File: src/rtl/rvx_async_fifo_read_ctrl.sv
// ----------------------------------------------------------------------------
// rvx_async_fifo_read_ctrl
//
// Read-side controller of a dual-clock FIFO.
//
// The controller takes the Gray-coded write pointer from the write clock
// domain and resynchronizes it into the read clock. From that pointer it
// derives the empty flag and the fill level. It drives the read port of the
// storage RAM, which has a one-cycle read latency. The data is presented to the
// consumer as a first-word-fall-through valid/ready stream. The controller
// returns its own registered Gray read pointer to the write side.
//
// Ports:
//   clk             read-domain clock (the only clock)
//   rstp            synchronous active-high reset
//   wptr_gray_async Gray write pointer from the write domain (asynchronous)
//   rptr_gray       registered Gray read pointer, sent to the write domain
//   mem_re          RAM read enable
//   mem_raddr       RAM read address
//   mem_rdata       RAM read data, valid one cycle after mem_re, held otherwise
//   out_valid       output word available
//   out_ready       consumer accepts the word
//   out_data        output word (RAM data passthrough)
//   empty           no entries beyond the one presented on the output
//   fill_level      entries not yet popped by the consumer, 0..2**BW_ADDR
// ----------------------------------------------------------------------------
module rvx_async_fifo_read_ctrl #(
  parameter int BW_ADDR     = 4,
  parameter int BW_PTR      = BW_ADDR + 1,
  parameter int BW_DATA     = 32,
  parameter int SYNC_STAGES = 2
) (
  input  logic               clk,
  input  logic               rstp,
  input  logic [BW_PTR-1:0]  wptr_gray_async,
  output logic [BW_PTR-1:0]  rptr_gray,
  output logic               mem_re,
  output logic [BW_ADDR-1:0] mem_raddr,
  input  logic [BW_DATA-1:0] mem_rdata,
  output logic               out_valid,
  input  logic               out_ready,
  output logic [BW_DATA-1:0] out_data,
  output logic               empty,
  output logic [BW_PTR-1:0]  fill_level
);

  // Binary to Gray: adjacent binary values differ in exactly one Gray bit.
  function automatic logic [BW_PTR-1:0] bin2gray(input logic [BW_PTR-1:0] bin);
    return bin ^ (bin >> 1);
  endfunction

  // Gray to binary: each binary bit is the XOR of all Gray bits at or above it.
  function automatic logic [BW_PTR-1:0] gray2bin(input logic [BW_PTR-1:0] gray);
    logic [BW_PTR-1:0] bin;
    bin[BW_PTR-1] = gray[BW_PTR-1];
    for (int i = BW_PTR - 2; i >= 0; i--) begin
      bin[i] = bin[i+1] ^ gray[i];
    end
    return bin;
  endfunction

  logic [BW_PTR-1:0] sync_r [SYNC_STAGES];
  logic [BW_PTR-1:0] wptr_gray_s;
  logic [BW_PTR-1:0] wptr_bin_s;
  logic [BW_PTR-1:0] rptr_bin_r;
  logic [BW_PTR-1:0] rptr_bin_nxt_s;
  logic [BW_PTR-1:0] rptr_gray_r;
  logic              out_valid_r;
  logic              empty_s;
  logic              mem_re_s;
  logic [BW_PTR-1:0] fill_level_s;

  // Write-pointer synchronizer. Only stage 0 samples the asynchronous input.
  // Because the pointer is Gray coded, a sample taken mid-transition resolves
  // to either the old value or the new value, never to anything else.
  always_ff @(posedge clk) begin
    if (rstp) begin
      for (int i = 0; i < SYNC_STAGES; i++) begin
        sync_r[i] <= '0;
      end
    end else begin
      sync_r[0] <= wptr_gray_async;
      for (int i = 1; i < SYNC_STAGES; i++) begin
        sync_r[i] <= sync_r[i-1];
      end
    end
  end

  // Pointer decode, empty flag, pop decision and fill level.
  always_comb begin
    wptr_gray_s    = sync_r[SYNC_STAGES-1];
    wptr_bin_s     = gray2bin(wptr_gray_s);
    rptr_bin_nxt_s = rptr_bin_r + {{(BW_PTR-1){1'b0}}, 1'b1};
    // The compare includes the wrap bit, so a full FIFO is never seen as empty.
    empty_s        = (rptr_gray_r == wptr_gray_s);
    // Fetch when data is available and the output slot is either free or
    // being vacated this cycle.
    mem_re_s       = !empty_s && (!out_valid_r || out_ready);
    // Words still in the RAM plus the word held in the output slot.
    fill_level_s   = (wptr_bin_s - rptr_bin_r) + {{(BW_PTR-1){1'b0}}, out_valid_r};
  end

  // Read pointer: advance on each RAM fetch. Gray form is registered so the
  // remote synchronizer never sees more than one bit change per step.
  always_ff @(posedge clk) begin
    if (rstp) begin
      rptr_bin_r  <= '0;
      rptr_gray_r <= '0;
    end else if (mem_re_s) begin
      rptr_bin_r  <= rptr_bin_nxt_s;
      rptr_gray_r <= bin2gray(rptr_bin_nxt_s);
    end
  end

  // Output slot occupancy. A fetch always lands in the slot one cycle later.
  // An unaccepted word stays put. The RAM output holds it because no fetch is
  // issued while the slot is full and stalled.
  always_ff @(posedge clk) begin
    if (rstp) begin
      out_valid_r <= 1'b0;
    end else begin
      out_valid_r <= mem_re_s | (out_valid_r & ~out_ready);
    end
  end

  assign rptr_gray  = rptr_gray_r;
  assign mem_re     = mem_re_s;
  assign mem_raddr  = rptr_bin_r[BW_ADDR-1:0];
  assign out_valid  = out_valid_r;
  assign out_data   = mem_rdata;
  assign empty      = empty_s;
  assign fill_level = fill_level_s;

endmodule

File: config.mk
export PLATFORM = sky130hd
export DESIGN_NAME = rvx_async_fifo_read_ctrl
export DESIGN_NICKNAME = d
export VERILOG_FILES = /design/src/rtl/rvx_async_fifo_read_ctrl.sv
export SDC_FILE = /design/constraint.sdc
export NUM_CORES = 1
export LEC_CHECK = 0
export CAP_MARGIN = 20
export CORE_MARGIN = 2
export CORE_UTILIZATION = 39
export DETAILED_ROUTE_END_ITERATION = 7
export GPL_ROUTABILITY_DRIVEN = 0
export PLACE_DENSITY = 0.88
export SYNTH_ARGS = -nofsm -noshare
export SYNTH_HDL_FRONTEND = slang
export SYNTH_SLANG_ARGS = --single-unit
export TNS_END_PERCENT = 100
File: constraint.sdc
create_clock -name clk -period 6.7 [get_ports clk]
set_input_delay 1.005 -clock clk [delete_from_list [all_inputs] [get_ports clk]]
set_output_delay 1.005 -clock clk [all_outputs]
set_load 0.01 [all_outputs]
==> impl_table.tex <==
\begin{tabular}{lr}
\hline
Metric & Value \\
\hline
\multicolumn{2}{l}{\textbf{STA}} \\
Final period utilization & 0.662 \\
Total negative setup slack & 0 ns \\
Unrepaired setup endpoints after global routing & false \\
Maximum clock frequency & 225 MHz \\
Final Critical Period & 4.44 ns \\
Number of max-slew violations in the final report & 0 \\
Slew HR & 0.464 \\
Worst clock skew & 0.0108 ns \\
Hold Vio Cnt, Final & 0 \\
Total of endpoints with negative setup slack in the final report & 0 \\
Transition time at the pin with the least slew margin & 0.802 ns \\
\multicolumn{2}{l}{\textbf{Detailed routing}} \\
DRT met1 WL & 1080 µm \\
Total length of routed wires & 2390 µm \\
Post-DR vias/cell & 4.95 \\
Pre-antenna DRT Iters & 4 \\
Post-detailed-route count of antenna-violating nets & 0 \\
Total via count in the routed design & 940 \\
Remaining design rule violation count & 0 \\
Highest metal layer used by the detailed router & met4 \\
Met3 wire length & 167 µm \\
Wire length per cell after detailed routing & 12.6 µm \\
1st-iter DRT viols & 36 \\
Routed wl met2 & 1080 µm \\
\multicolumn{2}{l}{\textbf{Finish}} \\
Fin nets & 195 \\
Fillcell total & 330 \\
Combined area of the multi-input logic cells & 697 µm² \\
Most frequent cells in the layout & 24 x sky130\_fd\_sc\_hd\_\_clkdlybuf4s50\_1, 20 x sky130\_fd\_sc\_hd\_\_dfxtp\_1, 13 x sky130\_fd\_sc\_hd\_\_xnor2\_1, 13 x sky130\_fd\_sc\_hd\_\_nor2b\_1 \\
Layout Utilization & 0.439 \\
Antenna cell count & 0 \\
Commonest non-fill, non-tap cell in the layout & sky130\_fd\_sc\_hd\_\_clkdlybuf4s50\_1 \\
Design Area, Final & 1490 µm² \\
Area Overhead vs Synth & 6.63\% \\
Area used by sequential logic in the layout & 400 µm² \\
Share of layout cells above drive strength 1 & 0.0556 \\
\multicolumn{2}{l}{\textbf{CTS}} \\
Max clock buf depth & 2 \\
Clock tree sinks & 20 \\
Clock tree from TritonCTS & built \\
Post\_cts resized & 0 \\
Total clock buffers created by CTS & 3 \\
Clk root buf & sky130\_fd\_sc\_hd\_\_clkbuf\_4 \\
Worst-Skew Late Latency & 0.31 ns \\
Number of hold buffers added after cts & 0 \\
Clock transition at the registers of the reported paths & 0.11 ns \\
H-tree lvl count & 1 \\
Number of buffers added for setup after CTS & 0 \\
\multicolumn{2}{l}{\textbf{Power and ir drop}} \\
Pwr Density & 398 nW/µm² \\
Peak supply drop & 0.150 mV \\
P\_leak & 0.000614 µW \\
\multicolumn{2}{l}{\textbf{Floorplanning}} \\
Floorplan core area & 3390 µm² \\
Chip Height & 63.8 µm \\
Io pins & 89 \\
Die span in x & 63.8 µm \\
Number of core rows & 21 \\
Initial Utilization & 0.412 \\
Die Area & 4070 µm² \\
\multicolumn{2}{l}{\textbf{Worst setup path}} \\
Crit-path slowest cell & sky130\_fd\_sc\_hd\_\_clkdlybuf4s50\_1 \\
Cell-by-cell trace of the critical path & xor2\_1, xor2\_1, xor2\_1, xnor2\_1, ha\_1, inv\_1, ha\_1, inv\_1, fa\_1, inv\_1, a21o\_1, a21oi\_1, xnor2\_1, clkdlybuf4s50\_1 \\
CP required & 5.69 ns \\
Worst setup EP type & primary output \\
Category of the worst setup path launch point & flip-flop \\
WP data arrival & 3.43 ns \\
Delay of the slowest cell on the worst path & 0.55 ns \\
Biggest fanout along the worst timing path & 2 \\
Category of the most critical setup path & flip-flop to primary output \\
\multicolumn{2}{l}{\textbf{Synthesis}} \\
Average footprint of a synthesized cell & 9.19 µm² \\
Number of distinct library cells after synthesis & 38 \\
Share of the yosys chip area belonging to registers & 0.287 \\
Post-synthesis instance area & 1400 µm² \\
Cells after synthesis & 152 \\
Post-synthesis register bit count & 20 \\
Ys Warns & 0 \\
Post-Synthesis Net Count & 202 \\
\multicolumn{2}{l}{\textbf{Global route}} \\
Antenna violations before repair & 0 \\
Wire length of the first global-routing pass & 3880 µm \\
Via count of the first global-routing pass & 898 \\
Total global routing track utilization & 0.122 \\
Overflow left after global routing & 0 \\
Pin count of the biggest net entering global routing & 24 \\
\multicolumn{2}{l}{\textbf{Run status}} \\
Status & finished, final reports clean \\
\multicolumn{2}{l}{\textbf{Place}} \\
DP Wirelength & 1800 µm \\
Port Buffer Count & 24 \\
Post-place instance area & 1440 µm² \\
\multicolumn{2}{l}{\textbf{Worst hold path}} \\
Classification of the worst-slack hold path & flip-flop to flip-flop \\
\multicolumn{2}{l}{\textbf{Flow run}} \\
Number of maximum-capacitance constraint violations & 0 \\
\hline
\end{tabular}
-- registers in the layout, summed over array words and instances, names as in the netlist --
signal      count
out_valid       1
rptr_gray       4
rptr_bin_r      5
sync_r         10
-- path summary, 6_finish.rpt --
kind	slack, ns	start	cells past startpoint	to
worst min register to register	0.45	sync_r[0][3]	1	sync_r[0][8]
worst min-delay path	0.45	sync_r[0][3]	1	sync_r[0][8]
worst max-delay path	2.26	sync_r[0][8]	14	fill_level[4]
worst max register to register	4.86	rptr_bin_r[0]	5	rptr_gray[2]
-- critical path: cells and delay by family (launching register included) --
kind / cells / cell delay (ns)
xor+xnor: 5 / 1.04
fa+ha+maj: 3 / 0.80
buf+inv: 4 / 0.75
flops: 1 / 0.37
compound gates: 2 / 0.17
-- synthesized netlist by cell type --
| library cell | n | area, µm² |
|---|---|---|
| sky130_fd_sc_hd__o22ai_1 | 1 | 6.26 |
| sky130_fd_sc_hd__buf_2 | 2 | 10.0 |
| sky130_fd_sc_hd__a2111oi_0 | 1 | 8.76 |
| sky130_fd_sc_hd__nand2b_1 | 1 | 6.26 |
| sky130_fd_sc_hd__a21boi_1 | 1 | 7.51 |
| sky130_fd_sc_hd__nand3_1 | 1 | 5.00 |
| sky130_fd_sc_hd__a311o_1 | 1 | 10.0 |
| sky130_fd_sc_hd__nand4_1 | 2 | 12.5 |
| sky130_fd_sc_hd__a21oi_1 | 4 | 20.0 |
| sky130_fd_sc_hd__and4_1 | 1 | 8.76 |
| sky130_fd_sc_hd__a21o_1 | 2 | 15.0 |
| sky130_fd_sc_hd__clkbuf_1 | 2 | 7.51 |
| sky130_fd_sc_hd__o41ai_1 | 1 | 8.76 |
| sky130_fd_sc_hd__o21ai_4 | 1 | 16.3 |
| sky130_fd_sc_hd__nand2_1 | 4 | 15.0 |
| sky130_fd_sc_hd__nor2_1 | 5 | 18.8 |
| sky130_fd_sc_hd__a41oi_1 | 1 | 8.76 |
| sky130_fd_sc_hd__o31ai_1 | 1 | 7.51 |
| sky130_fd_sc_hd__xor2_1 | 7 | 61.3 |
| sky130_fd_sc_hd__inv_1 | 9 | 33.8 |
| sky130_fd_sc_hd__nor2b_1 | 13 | 81.3 |
| sky130_fd_sc_hd__buf_4 | 32 | 240 |
| sky130_fd_sc_hd__o211a_1 | 1 | 10.0 |
| sky130_fd_sc_hd__a21boi_0 | 1 | 7.51 |
| sky130_fd_sc_hd__mux2i_1 | 2 | 20.0 |
| sky130_fd_sc_hd__xnor2_1 | 13 | 114 |
| sky130_fd_sc_hd__inv_2 | 1 | 3.75 |
| sky130_fd_sc_hd__a211oi_1 | 2 | 15.0 |
| sky130_fd_sc_hd__fa_1 | 1 | 20.0 |
| sky130_fd_sc_hd__a31o_1 | 1 | 8.76 |
| sky130_fd_sc_hd__clkinv_1 | 1 | 3.75 |
| sky130_fd_sc_hd__mux2_4 | 1 | 15.0 |
| sky130_fd_sc_hd__and3_1 | 2 | 12.5 |
| sky130_fd_sc_hd__o2111ai_1 | 1 | 8.76 |
| sky130_fd_sc_hd__nand4_2 | 1 | 12.5 |
| sky130_fd_sc_hd__dfxtp_1 | 20 | 400 |
| sky130_fd_sc_hd__mux2_1 | 2 | 22.5 |
| sky130_fd_sc_hd__ha_1 | 9 | 113 |
-- report_power, final --
part / internal, µW / leakage [µW] / switching, µW
Clock: 60.5 / 0.0000279 / 40.1
Combinational: 181 / 0.000421 / 151
Sequential: 136 / 0.000164 / 24.1
Total: 377 / 0.000614 / 215
-- routing by layer --
| layer | global-route usage | vias up |
|---|---|---|
| met3 | 0.0458 | 7 |
| met2 | 0.195 | 39 |
| met4 | 0.0734 | 0 |
| met5 | 0 | - |
| li1 | - | 459 |
| met1 | 0.137 | 435 |
-- area by class of cell --
cell class | count | area share
flip-flops and latches | 20 | 0.269
clock buffers | 3 | 0.0151
repair buffers | 24 | 0.161
clock inverters | 1 | 0.0202
multi-input cells | 85 | 0.468
well taps | 46 | 0.0387
inverters | 11 | 0.0277
-- per-stage QoR --
step	hold WS (ns)	setup slack (ns)	power, µW	std cells
floorplan	0.414	3.23	376	152
global placement	0.418	2.70	488	186
detailed placement	0.425	2.56	497	186
CTS	0.452	2.21	597	190
global route	0.465	2.03	635	190
finish	0.448	2.26	592	190
-- logic make-up after synthesis --
| family | count (synthesis) | synth area share |
|---|---|---|
| adders and majority gates | 10 | 0.0950 |
| AOI/OAI and AO/OA | 20 | 0.114 |
| muxes | 5 | 0.0412 |
| xor gates and xnor gates | 20 | 0.125 |
| buffers and inverters | 47 | 0.214 |
| DFF | 20 | 0.287 |
| and+or+nand+nor | 30 | 0.124 |
Note: power is estimated with default switching activity, not from simulation.
